**src/rtl/shift8_seq_ctrl.sv**
```systemverilog
// ============================================================================
// Module  : shift8_seq_ctrl
// Brief   : Multi-cycle sequencer that splits a 0..7 shift into passes of at
//           most 3 through an external 8-bit shift stage, accumulating results.
// Revision: 1.0 - initial release
// ============================================================================
`default_nettype none

module shift8_seq_ctrl #(
  parameter int WIDTH    = 8,
  parameter int AMT_W    = 3,
  parameter int STEP_MAX = 3
) (
  input  logic             clk,
  input  logic             reset_n,
  input  logic             start,
  input  logic [1:0]       op,
  input  logic [WIDTH-1:0] d_in,
  input  logic [AMT_W-1:0] shamt,
  output logic [1:0]       sh_op,
  output logic [1:0]       sh_amt,
  output logic [WIDTH-1:0] sh_din,
  input  logic [WIDTH-1:0] sh_dout,
  output logic             busy,
  output logic             done,
  output logic             err,
  output logic [WIDTH-1:0] d_out
);

  typedef enum logic [1:0] {
    S_IDLE  = 2'd0,
    S_SHIFT = 2'd1,
    S_DONE  = 2'd2
  } state_t;

  localparam logic [1:0] c_OP_ILLEGAL = 2'b11;

  state_t           r_state;
  state_t           w_state_nxt;
  logic [WIDTH-1:0] r_acc;
  logic [AMT_W-1:0] r_rem;
  logic [1:0]       r_op;
  logic [WIDTH-1:0] r_dout;
  logic             r_err;

  logic [1:0]       w_step;
  logic [AMT_W-1:0] w_rem_nxt;
  logic             w_accept;
  logic             w_illegal;

  // Full passes first, remainder last: step never exceeds rem, so no underflow.
  assign w_step    = (r_rem > AMT_W'(STEP_MAX)) ? 2'(STEP_MAX) : r_rem[1:0];
  assign w_rem_nxt = r_rem - AMT_W'(w_step);
  assign w_accept  = (r_state == S_IDLE) && start && (op != c_OP_ILLEGAL);
  assign w_illegal = (r_state == S_IDLE) && start && (op == c_OP_ILLEGAL);

  always_ff @(posedge clk or negedge reset_n) begin
    if (!reset_n) begin
      r_state <= S_IDLE;
    end else begin
      r_state <= w_state_nxt;
    end
  end

  always_comb begin
    w_state_nxt = r_state;
    case (r_state)
      S_IDLE: begin
        if (w_accept) begin
          w_state_nxt = (shamt != '0) ? S_SHIFT : S_DONE;
        end
      end
      S_SHIFT: begin
        if (w_rem_nxt == '0) begin
          w_state_nxt = S_DONE;
        end
      end
      S_DONE:  w_state_nxt = S_IDLE;
      default: w_state_nxt = S_IDLE;
    endcase
  end

  always_ff @(posedge clk or negedge reset_n) begin
    if (!reset_n) begin
      r_acc  <= '0;
      r_rem  <= '0;
      r_op   <= '0;
      r_dout <= '0;
      r_err  <= 1'b0;
    end else begin
      r_err <= w_illegal;
      if (w_accept) begin
        r_acc <= d_in;
        r_rem <= shamt;
        r_op  <= op;
        // A zero-length request bypasses SHIFT, so publish the operand now.
        if (shamt == '0) begin
          r_dout <= d_in;
        end
      end else if (r_state == S_SHIFT) begin
        r_acc <= sh_dout;
        r_rem <= w_rem_nxt;
        if (w_rem_nxt == '0) begin
          r_dout <= sh_dout;
        end
      end
    end
  end

  assign sh_op  = r_op;
  assign sh_din = r_acc;
  assign sh_amt = (r_state == S_SHIFT) ? w_step : 2'd0;
  assign busy   = (r_state != S_IDLE);
  assign done   = (r_state == S_DONE);
  assign err    = r_err;
  assign d_out  = r_dout;

endmodule

`default_nettype wire

```
**config.mk**
```make
export PLATFORM = sky130hd
export DESIGN_NAME = shift8_seq_ctrl
export DESIGN_NICKNAME = d
export VERILOG_FILES = /design/src/rtl/shift8_seq_ctrl.sv
export SDC_FILE = /design/constraint.sdc
export NUM_CORES = 1
export LEC_CHECK = 0
export BUFFER_PORTS_ARGS = -buffer_cell sky130_fd_sc_hd__buf_2
export CAP_MARGIN = 20
export CORE_MARGIN = 3
export CORE_UTILIZATION = 43
export CTS_BUF_LIST = sky130_fd_sc_hd__clkbuf_8 sky130_fd_sc_hd__clkbuf_16
export CTS_CLUSTER_DIAMETER = 200
export CTS_CLUSTER_SIZE = 10
export DETAILED_ROUTE_END_ITERATION = 8
export PLACE_DENSITY = 0.74
export RECOVER_POWER = 100
export REMOVE_ABC_BUFFERS = 1
export SLEW_MARGIN = 5
export SYNTH_ARGS = -nofsm -noshare
export SYNTH_HDL_FRONTEND = slang
export SYNTH_SLANG_ARGS = --single-unit
export TNS_END_PERCENT = 5
```
**constraint.sdc**
```tcl
create_clock -name clk -period 1.89 [get_ports clk]
set_input_delay 0.189 -clock clk [delete_from_list [all_inputs] [get_ports clk]]
set_output_delay 0.189 -clock clk [all_outputs]
set_load 0.005 [all_outputs]
```
**Word level (Yosys, flattened, before mapping)**

Cells that the tools add are included.
Widths: inputs -> output; s select.

- Bits in registers: 24
- Output and inout bits: 23
- Word-level logic and storage cells: 41

- Add/sub/neg operators: 1
- Order comparisons: 1
- Eq/ne operators: 7
- Mux-type cells: 14
- Reductions and logical operators: 12

Operators by type and width:

| kind | number |
|---|---|
| $mux 8 | 6 |
| $mux 2 | 5 |
| $logic_not 3->1 | 2 |
| $mux 3 | 2 |
| $ne 2x2->1 const B | 3 |
| $reduce_bool 2->1 | 3 |
| $eq 2x2->1 const B | 2 |
| $pmux 2 s2 | 1 |
| $gt 3x2->1 const B | 1 |
| $logic_and 1x1->1 | 3 |
| $reduce_and 3->1 | 1 |
| $reduce_bool 3->1 | 1 |
| $sub 3x2->3 | 1 |
| $eq 2x1->1 const B | 1 |
| $logic_not 2->1 | 1 |
| $ne 2x1->1 const B | 1 |
| $reduce_and 2->1 | 1 |

**Logic depth before layout (Yosys ltp)**

Gate-level depths: netlist of the first run.

- Depth in word-level cells: 7
- Gate-level depth with buffers: 6
- Depth with buffers taken out: 5

**Worst setup path before layout of the first run**

OpenSTA, ideal clock, no wires.

- Path kind: register -> register
- Start point: reg r_rem[0]
- End point: reg r_dout[0], in the netlist d_out[0]
- Data arrival time: 1.759 ns
- Data required time: 1.749 ns
- Path slack: -0.010 ns
- Stages on the path, launching flop included: 7
- Path buffers: 1
- Clock period less this slack: 1.900 ns
- Cells stage by stage: dfrtp_1 nand2b_1 ha_1 xnor2_1 or2_2 clkbuf_1 a311oi_1

- Longest elaborated chain between the ends: 6

RTL lines:

| what | RTL line | text |
|---|---|---|
| from (decl) | 41 | `logic [AMT_W-1:0] r_rem;` |
| from (signal assigned) | 94 | `r_rem <= shamt;` |
| from (signal assigned) | 102 | `r_rem <= w_rem_nxt;` |
| $gt 3x2->1 | 52 | `assign w_step = (r_rem > AMT_W'(STEP_MAX)) ? 2'(STEP_MAX) : r_rem[1:0];` |
| $mux 2 | 52 |  |
| $sub 3x2->3 * | 53 | `assign w_rem_nxt = r_rem - AMT_W'(w_step);` |
| $logic_not 3->1 * | 103 | `if (w_rem_nxt == '0) begin` |
| $reduce_bool 2->1 (no source line) * | n/a |  |
| $reduce_and 3->1 (no source line) * | n/a |  |
| to (signal assigned) | 98 | `r_dout <= d_in;` |
| to (signal assigned) | 104 | `r_dout <= sh_dout;` |
| to (decl) | 43 | `logic [WIDTH-1:0] r_dout;` |

Every way passes the cells marked *; elsewhere a longest branch is shown, timed or not.
A chain may end at the register's enable or synchronous reset.

**Worst setup path in the final report of the first run**

- Start point: reg r_state[1]
- End point: reg r_dout[6], in the netlist d_out[6]

- Longest elaborated chain between the ends: 5
- Elaborated cells on any way between the ends: 9
- Those cells by class: eq/ne (2); mux (1); reduce/logical (6)

RTL lines:

| what | RTL line | text |
|---|---|---|
| from (decl) | 38 | `state_t r_state;` |
| from (signal assigned) | 61 | `r_state <= w_state_nxt;` |
| $logic_not 2->1 | 54 | `assign w_accept = (r_state == S_IDLE) && start && (op != c_OP_ILLEGAL);` |
| $logic_and 1x1->1 (2 in series) | 54 |  |
| $ne 2x1->1 (no source line) / $reduce_bool 2->1 (equally long branches) | n/a |  |
| $reduce_and 3->1 (no source line) | n/a |  |

Several ways; a longest one is shown, not always the timed one.

==> flow_metrics.env, run 1 <==
export IMPL_cts_buffers=3
export IMPL_fp_row_count=18
export IMPL_vias=1189
export IMPL_finalSetupViolCount=0
export IMPL_grt_usage_pct=20.1
export IMPL_grt_pass1_wl_um=5360
export IMPL_gp_congestion=0.765
export IMPL_routed_via_density=5.69
export IMPL_dp_hpwl_um=2390
export IMPL_max_slew_margin_pct=64.7
export IMPL_status="finished, final reports clean"
export IMPL_first_iter_violations=66
export IMPL_endpoint_kind="flop"
export IMPL_post_cts_setup_buffer_count=0
export IMPL_r2r_cells=3
export IMPL_wl_um=3280
export IMPL_cts_tree="yes"
export IMPL_dr_pass1_iters=4
export IMPL_yosys_warnings=0
export IMPL_worstHoldPathType="in -> reg"
export IMPL_clock_sinks=24
export IMPL_syn_inst=132
export IMPL_ios=47
export IMPL_clock_path_buffers=2
export IMPL_hold_worst_slack_ps=184
export IMPL_areaGrowthSynthToFinish_pct=28.0
export IMPL_start_kind="flop"
export IMPL_reg2reg_from="r_state[1]"
export IMPL_synth_seq_cells=24
export IMPL_fin_crit_sh_pct=90.6
export IMPL_rr_endpoint="d_out[6]"
export IMPL_crit_start="r_state[1]"
export IMPL_ir_worst_vdd_mv=1.16
export IMPL_p_leak_nw=0.759
export IMPL_multiInputGateArea_um2=582
export IMPL_syn_avg_cell_area_um2=9.53
export IMPL_insertion_delay_ps=270
export IMPL_die_area_um2=3610
export IMPL_die_width_um=60.1
export IMPL_ys_types=28
export IMPL_register_area_um2=602
export IMPL_ant_nets=0
export IMPL_tightest_slew_ps=529
export IMPL_htree_levels=1
export IMPL_ys_seq_area_share_pct=47.8
export IMPL_max_freq_ghz=0.584
export IMPL_drc=0
export IMPL_cts_root_buffer="clkbuf_8"
export IMPL_finalPower_mw=2.72
export IMPL_antenna_found_initial=0
export IMPL_dieHeight_um=60.1
export IMPL_rsz0062_at_grt="false"
export IMPL_report_final_slew_viol_count=0
export IMPL_regToRegSetupSlack_ps=180
export IMPL_critical_path_class="reg -> reg"
export IMPL_p_per_area_nw_per_um2=1690
export IMPL_grt_overflow=0
export IMPL_hold_violations=0
export IMPL_crit_arrival_ps=1880
export IMPL_grt_pass1_vias=1155
export IMPL_syn_area_um2=1260
export IMPL_grt_max_degree=26
export IMPL_initial_core_util_pct=47.7
export IMPL_cp_endpoint="d_out[6]"
export IMPL_port_buffers=46
export IMPL_layout_drive_gt1_share_pct=28.5
export IMPL_fin_crit_ps=1710
export IMPL_diodes=0
export IMPL_cp_data_required_time_ps=2060
export IMPL_path_clk_slew_ps=90
export IMPL_fin_nets=206
export IMPL_max_cap_violations=0
export IMPL_worstPathMaxFanout=9
export IMPL_core_area_um2=2640
export IMPL_fillers=249
export IMPL_clock_skew_ps=8.72
export IMPL_wl_per_cell_um=15.7
## cell usage after synthesis
master     n  area [um^2]
mux2i_1    8         80.1
nand2b_1   4         25.0
and2_0     1         6.26
clkbuf_1   8         30.0
mux2_1     1         11.3
o221ai_1   1         8.76
o211ai_1   1         7.51
nor2b_1    2         12.5
or2_2      2         12.5
o22a_1     2         17.5
or3b_1     1         8.76
nand3b_1   1         7.51
nor3b_1    1         7.51
inv_1     11         41.3
buf_6      1         11.3
a311oi_1   8         70.1
o22ai_1    1         6.26
nor4_1     8         50.1
xnor2_1    2         17.5
ha_1       2         25.0
a21oi_1   10         50.1
nor2_1     7         26.3
nand2_1    2         7.51
buf_2      1         5.00
or3_1      2         12.5
nor3_1    19         95.1
dfrtp_1   24          601
buf_1      1         3.75
## sequential cells by signal, summed over array words and instances (netlist names)
| register | cells |
|---|---|
| sh_din | 8 |
| err | 1 |
| r_rem | 3 |
| sh_op | 2 |
| r_state | 2 |
| d_out | 8 |
## metal layers
| metal | part of all wire [%] | vias up | GRT usage (%) | routed length, um |
|---|---|---|---|---|
| met5 | 0 | - | 0 | 0 |
| met4 | 1.1 | 0 | 7.59 | 36 |
| met1 | 43 | 543 | 28.6 | 1420 |
| li1 | - | 567 | - | - |
| met2 | 45 | 75 | 30.4 | 1470 |
| met3 | 11 | 4 | 3.46 | 353 |
## cell usage in the layout (no fill, tap or decap)
| cell | n |
|---|---|
| or2_2 | 1 |
| mux2i_1 | 8 |
| nor2_1 | 7 |
| o22a_1 | 2 |
| nor3_1 | 19 |
| nand2b_2 | 1 |
| clkbuf_8 | 3 |
| inv_1 | 11 |
| nand2b_1 | 3 |
| dlygate4sd3_1 | 1 |
| o22ai_1 | 1 |
| nor4_1 | 8 |
| buf_2 | 35 |
| nor3b_1 | 1 |
| nand2_1 | 2 |
| a311oi_2 | 1 |
| o221ai_1 | 1 |
| a311oi_1 | 7 |
| or3_4 | 1 |
| xnor2_1 | 2 |
| dfrtp_1 | 23 |
| mux2_1 | 1 |
| buf_4 | 6 |
| o211ai_1 | 1 |
| nor2b_1 | 2 |
| a21oi_1 | 10 |
| or3_1 | 1 |
| bufinv_16 | 1 |
| or3b_1 | 1 |
| clkbuf_1 | 12 |
| and2_0 | 1 |
| or2_4 | 1 |
| ha_1 | 2 |
| dfrtp_2 | 1 |
| nand3b_1 | 1 |
## where the power goes
| group | total (mW) | switching, mW | leakage (nW) | internal, mW |
|---|---|---|---|---|
| sequential | 0.915 | 0.149 | 0.276 | 0.766 |
| combinational | 1.35 | 0.732 | 0.447 | 0.617 |
| clock | 0.452 | 0.168 | 0.0357 | 0.283 |
## per-stage QoR
stage	setup WS, ps	cells	setup TNS [ps]	cell area, um^2	utilization [%]
6_report	177	209	0	1610	61.1
3_5_place_dp	76.1	204	0	1530	58.0
4_1_cts	60.5	209	0	1610	61.1
3_3_place_gp	154	204	0	1530	58.0
2_1_floorplan	-31.2	121	-250	1210	-
5_1_grt	70.1	209	0	1610	61.1
## layout make-up
type / count / area share [%]
Sequential cell: 24 / 37.4
Multi-Input combinational cell: 86 / 36.2
Timing Repair Buffer: 54 / 17.1
Clock buffer: 3 / 2.57
Inverter: 11 / 2.57
Tap cell: 30 / 2.33
Clock inverter: 1 / 1.87
## cells by family after synthesis
group           share of synthesized area, %
compound gates                          12.7
flops                                   47.8
mux                                     7.26
xor+xnor                                1.39
fa+ha+maj                               1.99
simple gates                            21.6
buf+inv                                 7.26
## worst min path at each step
stage / depth (start not counted) / startpoint / slack, ps / to
3_5_place_dp: 1 / reset_n / 210 / d_out[0]
3_3_place_gp: 1 / reset_n / 200 / d_out[0]
5_1_grt: 3 / d_in[5] / 190 / sh_din[5]
4_1_cts: 3 / d_in[5] / 180 / sh_din[5]
6_report: 3 / d_in[5] / 180 / sh_din[5]
2_1_floorplan: 0 / reset_n / -110 / d_out[0]
## critical path: stages, from the launching register on
cell      delay [ps]
dfrtp_1          420
or3b_1           400
or3_4            460
a311oi_1         330
## what timing repair did
action | 4_1_cts | 5_1_grt
hold buffers | 1 | 0
gates resized for setup | 0 | 6
endpoints found under the setup margin | 0 | 10
endpoints found under the hold margin | 24 | 0
(Power assumes the default switching activity.)
==> run 2, diff against run 1 <==
Settings changed: CORE_ASPECT_RATIO from default to 1.2, CTS_CLUSTER_DIAMETER 200 to default.
==> run 2 against run 1 <==
Via count decreased by 1.2%. Register-to-register slack got worse by 90 ps. Cell area decreased by 0.39%. Largest power group unchanged. First-iteration DRC count decreased by 56%. Clock skew is essentially flat. Clock power decreased by 2%.
==> flow_metrics.env, run 2 (synthesized netlist as in run 1, its figures left out) <==
export IMPL_tightest_slew_ps=1250
export IMPL_diodes=0
export IMPL_ios=47
export IMPL_wl_um=3130
export IMPL_final_cell_mix="34 x buf_2, 23 x dfrtp_1, 19 x nor3_1"
export IMPL_vias=1175
export IMPL_hold_violations=0
export IMPL_pwr_share_seq_pct=34.6
export IMPL_cts_root_buffer="clkbuf_8"
export IMPL_drc=0
export IMPL_max_slew_margin_pct=16.5
export IMPL_grt_usage_pct=17.7
export IMPL_wl_per_cell_um=14.8
export IMPL_grt_overflow=0
export IMPL_gp_congestion=0.800
export IMPL_report_final_slew_viol_count=0
export IMPL_routed_via_density=5.57
export IMPL_setup_ws_ps=85.4
export IMPL_crit_arrival_ps=1960
export IMPL_power_switching_mw=1.00
export IMPL_endpoint_kind="flop"
export IMPL_grt_pass1_vias=1146
export IMPL_post_place_ws_ps=56.4
export IMPL_dieHeight_um=65.2
export IMPL_final_common_cell="buf_2"
export IMPL_finalPower_mw=2.66
export IMPL_dp_hpwl_um=2340
export IMPL_start_kind="flop"
export IMPL_worstHoldPathType="in -> reg"
export IMPL_ir_worst_vdd_mv=0.960
export IMPL_place_area_um2=1520
export IMPL_layout_drive_gt1_share_pct=29.2
export IMPL_cp_data_required_time_ps=2050
export IMPL_clock_skew_ps=9.16
export IMPL_fin_tns_setup_ps=0
export IMPL_fin_cells=211
export IMPL_p_sw_share_pct=37.8
export IMPL_initial_core_util_pct=47.4
export IMPL_fin_nets=205
export IMPL_htree_levels=1
export IMPL_clock_sinks=24
export IMPL_p_per_area_nw_per_um2=1660
export IMPL_dr_pass1_iters=4
export IMPL_max_freq_ghz=0.554
export IMPL_internal_power_mw=1.66
export IMPL_ant_nets=0
export IMPL_cts_tree="yes"
export IMPL_antenna_found_initial=0
export IMPL_areaGrowthSynthToFinish_pct=27.5
export IMPL_core_area_um2=2650
export IMPL_post_cts_setup_buffer_count=0
export IMPL_grt_max_degree=26
export IMPL_first_iter_violations=29
export IMPL_fin_crit_sh_pct=95.5
export IMPL_status="finished, final reports clean"
export IMPL_critical_path_class="reg -> reg"
export IMPL_clock_path_buffers=2
export IMPL_max_cap_violations=0
export IMPL_p_leak_nw=0.760
export IMPL_port_buffers=46
export IMPL_final_area_um2=1600
export IMPL_worstPathMaxFanout=9
export IMPL_fillers=260
export IMPL_finalSetupViolCount=0
export IMPL_rsz0062_at_grt="false"
export IMPL_clkPwrFrac_pct=16.6
export IMPL_fp_row_count=20
export IMPL_dp_cells=206
export IMPL_grt_pass1_wl_um=5090
export IMPL_p_comb_share_pct=48.8
export IMPL_cts_buffers=3
export IMPL_die_width_um=55.4
export IMPL_insertion_delay_ps=260
export IMPL_die_area_um2=3610
export IMPL_path_clk_slew_ps=90
export IMPL_fin_crit_ps=1800
## run 2: cell count changes in the layout (fill, tap and decap cells not counted)
cell	previous run	this run
clkbuf_2	0	3
or2_4	1	0
buf_2	35	34
a311oi_2	1	0
clkbuf_1	12	9
a311oi_1	7	8
or2_2	1	2
## run 2: what timing repair did
action	in CTS	in global routing
gates resized for setup	0	3
hold endpoints to repair	24	0
setup endpoints to repair	0	9
hold buffers	1	0
## run 2: stage by stage
| step | util [%] | hold slack, ps |
|---|---|---|
| 2_1_floorplan | - | -107 |
| 4_1_cts | 60.5 | 193 |
| 5_1_grt | 60.4 | 214 |
| 3_3_place_gp | 57.5 | 192 |
| 3_5_place_dp | 57.5 | 202 |
| 6_report | 60.4 | 198 |
## run 2: power groups by stage
stage | logic (mW) | clock network, mW | registers (mW)
2_1_floorplan | 0.746 | 0 | 0.928
3_3_place_gp | 1.29 | 0 | 0.910
3_5_place_dp | 1.32 | 0 | 0.927
4_1_cts | 1.32 | 0.451 | 0.918
5_1_grt | 1.45 | 0.472 | 0.951
6_report | 1.30 | 0.441 | 0.920
## run 2: final cells by class
class                   count  area (um^2)  share of cell area (%)
clock buffers               3         41.3                    2.58
clock inverters             1         30.0                    1.87
inverters                  11         41.3                    2.58
multi-input cells          86          573                    35.8
flip-flops and latches     24          602                    37.5
well taps                  33         41.3                    2.58
repair buffers             53          274                    17.1
## run 2: worst paths after layout
path / start / to / slack (ps) / depth (start not counted)
worst max register to register: r_rem[0] / d_out[7] / 90 / 5
worst min-delay path: d_in[5] / sh_din[5] / 200 / 3
worst max-delay path: r_rem[0] / d_out[7] / 90 / 5
worst min register to register: sh_op[0] / sh_op[0] / 500 / 1
min in group asynchronous: reset_n / d_out[1] / 700 / 2
max in group asynchronous: reset_n / r_rem[2] / 350 / 2
## run 2: worst max-delay path, stage by stage (launching register included)
cell and delay, ps:
dfrtp_1 390, nand2b_1 180, ha_1 250, xnor2_1 140, or2_2 400, a311oi_1 340
## run 2: routing by layer
layer,routed length [um],track usage (%)
met1,1360,23.4
met2,1540,29.4
met3,222,2.55
met4,11,6.38
met5,0,0
==> run 3, diff against run 2 <==
--- a/config.mk
+++ b/config.mk
@@ -6,4 +6,5 @@
 export NUM_CORES = 1
 export LEC_CHECK = 0
+export ABC_AREA = 1
 export BUFFER_PORTS_ARGS = -buffer_cell sky130_fd_sc_hd__buf_2
 export CAP_MARGIN = 20
==> constraint.sdc (replaced) <==
create_clock -name clk -period 1.89 [get_ports clk]
set_input_delay 0.189 -clock clk [delete_from_list [all_inputs] [get_ports clk]]
set_output_delay 0.189 -clock clk [all_outputs]
set_load 0.05 [all_outputs]
==> run 3 against run 2 <==
Flip-flop and latch count stayed put. Highest routed layer unchanged. Critical endpoint is now r_rem[0]. Via count decreased by 5.7%. Global-route usage fell by 1.0 points. Wire length decreased by 13%. Non-clock buffer count is 6 lower. Worst setup slack better by 170 ps. Critical path type unchanged. Cell area fell by 3.6%.
==> flow_metrics.env, run 3 <==
export IMPL_status="finished, final reports clean"
export IMPL_cts_buffers=3
export IMPL_grt_pass1_wl_um=4910
export IMPL_grt_max_degree=25
export IMPL_fin_crit_sh_pct=86.4
export IMPL_reg2reg_from="r_state[1]"
export IMPL_final_common_cell="nand2_1"
export IMPL_worstPathMaxFanout=19
export IMPL_fillers=251
export IMPL_ctsResizeCount=0
export IMPL_ys_seq_area_share_pct=47.3
export IMPL_rr_endpoint="r_rem[0]"
export IMPL_tightest_slew_ps=611
export IMPL_place_area_um2=1520
export IMPL_path_clk_slew_ps=80
export IMPL_synth_main_ff_cell="dfrtp_1"
export IMPL_worstHoldPathType="in -> reg"
export IMPL_regToRegSetupSlack_ps=260
export IMPL_die_width_um=55.6
export IMPL_synth_seq_cells=24
export IMPL_fin_nets=228
export IMPL_dp_cells=229
export IMPL_synth_common_cells="65 x nand2_1, 24 x dfrtp_1, 16 x inv_1"
export IMPL_fp_row_count=20
export IMPL_fin_tns_setup_ps=0
export IMPL_worstHoldEndpoint="r_rem[1]"
export IMPL_critical_path_class="reg -> reg"
export IMPL_synth_most_common_cell="nand2_1"
export IMPL_crit_arrival_ps=1780
export IMPL_finalSetupViolCount=0
export IMPL_max_slew_margin_pct=59.4
export IMPL_clock_skew_ps=4.59
export IMPL_cts_tree="yes"
export IMPL_ys_types=18
export IMPL_rsz0062_at_grt="false"
export IMPL_wl_per_cell_um=11.7
export IMPL_grt_pass1_vias=1189
export IMPL_port_buffers=46
export IMPL_initial_core_util_pct=47.4
export IMPL_first_iter_violations=30
export IMPL_syn_area_um2=1270
export IMPL_synth_top_area_share_pct=47.3
export IMPL_diodes=0
export IMPL_vias=1108
export IMPL_async_reset_ff_share_pct=100
export IMPL_fin_cells=234
export IMPL_final_area_um2=1550
export IMPL_antenna_found_initial=0
export IMPL_max_freq_ghz=0.613
export IMPL_start_kind="flop"
export IMPL_synth_area_leaders="dfrtp_1 47%, nand2_1 19%, o21ai_2 5.5%, inv_1 4.7%, nand3_1 4.3%"
export IMPL_core_area_um2=2680
export IMPL_cts_root_buffer="clkbuf_8"
export IMPL_synth_edf_count=0
export IMPL_r2r_cells=6
export IMPL_ios=47
export IMPL_worstHoldStart="shamt[1]"
export IMPL_drc=0
export IMPL_ant_nets=0
export IMPL_grt_overflow=0
export IMPL_syn_inst=152
export IMPL_gp_congestion=0.818
export IMPL_areaGrowthSynthToFinish_pct=21.8
export IMPL_max_cap_violations=0
export IMPL_clock_path_buffers=2
export IMPL_die_area_um2=3640
export IMPL_dr_pass1_iters=4
export IMPL_routed_via_density=4.74
export IMPL_endpoint_kind="flop"
export IMPL_fin_crit_ps=1630
export IMPL_grt_usage_pct=16.7
export IMPL_layout_drive_gt1_share_pct=25.9
export IMPL_yosys_area_top_type="dfrtp_1"
export IMPL_cts_hold_buffers=1
export IMPL_final_cell_mix="66 x nand2_1, 24 x dfrtp_1, 23 x buf_2"
export IMPL_hold_violations=0
export IMPL_dieHeight_um=65.5
export IMPL_hold_path_depth=3
export IMPL_cp_data_required_time_ps=2040
export IMPL_clock_sinks=24
export IMPL_yosys_warnings=0
export IMPL_dp_hpwl_um=2240
export IMPL_post_cts_setup_buffer_count=0
export IMPL_htree_levels=1
export IMPL_report_final_slew_viol_count=0
export IMPL_insertion_delay_ps=260
export IMPL_syn_avg_cell_area_um2=8.35
export IMPL_wl_um=2740
run 3: changes by cell type after synthesis, sizes merged, moves of 7 or more:
| cell | change |
|---|---|
| nand2 | +68 |
| nor4 | -8 |
| a21oi | -7 |
| mux2i | -8 |
| nor3 | -19 |
| a311oi | -8 |
| inv | +9 |
| o21ai | +8 |
| clkbuf | -8 |
| nand3 | +15 |
run 3: kinds of logic (layout without fill, tap and decap cells):
family	after synthesis	after routing	synth area share, %
DFF	24	24	47.3
AOI/OAI and AO/OA	12	12	7.40
buffers and inverters	22	71	8.28
and+or+nand+nor	92	92	35.0
adders and majority gates	2	2	1.97
run 3: critical path, cell delays in order (launching register included):
cell and delay, ps:
dfrtp_1 430, nor2_1 290, nand3_4 320, nand2_4 210
inv_2 120, nand2_1 80, nand3_1 70
run 3: per-stage QoR:
step | hold WS, ps | setup WS (ps) | utilization [%]
after CTS | 164 | 246 | 59.1
after global routing | 196 | 107 | 57.7
after global placement | 189 | 493 | 56.7
after detailed placement | 198 | 429 | 56.7
final | 167 | 258 | 57.7
after floorplan | -107 | 236 | -
run 3: final cells by class:
class	instances	area, um^2	share of cell area, %
inverter	20	80.1	5.18
tap	33	41.3	2.67
sequential	24	601	38.9
clock buffer	4	55.1	3.56
multi-input combinational	106	553	35.8
timing repair buffer	47	215	13.9
run 3: layer usage:
| layer | up-vias | GRT usage [%] | routed length [um] |
|---|---|---|---|
| met5 | - | 0 | 0 |
| met4 | 0 | 4.26 | 25 |
| met3 | 2 | 4.13 | 224 |
| met2 | 46 | 30.0 | 1310 |
| met1 | 493 | 19.8 | 1180 |
| li1 | 567 | - | - |
run 3: worst max path at each step:
stage                          start         to  depth (start not counted)
after floorplan           r_state[1]  sh_amt[0]                          3
after global placement    r_state[1]   d_out[0]                          7
after detailed placement    r_rem[0]   d_out[5]                         10
after CTS                 r_state[1]  sh_amt[0]                          4
after global routing      r_state[1]   r_rem[2]                          6
final                     r_state[1]   r_rem[0]                          6
Power of run 3 is not shown: default switching activity piles up to over one toggle a cycle in this logic, so the estimate is an artifact.
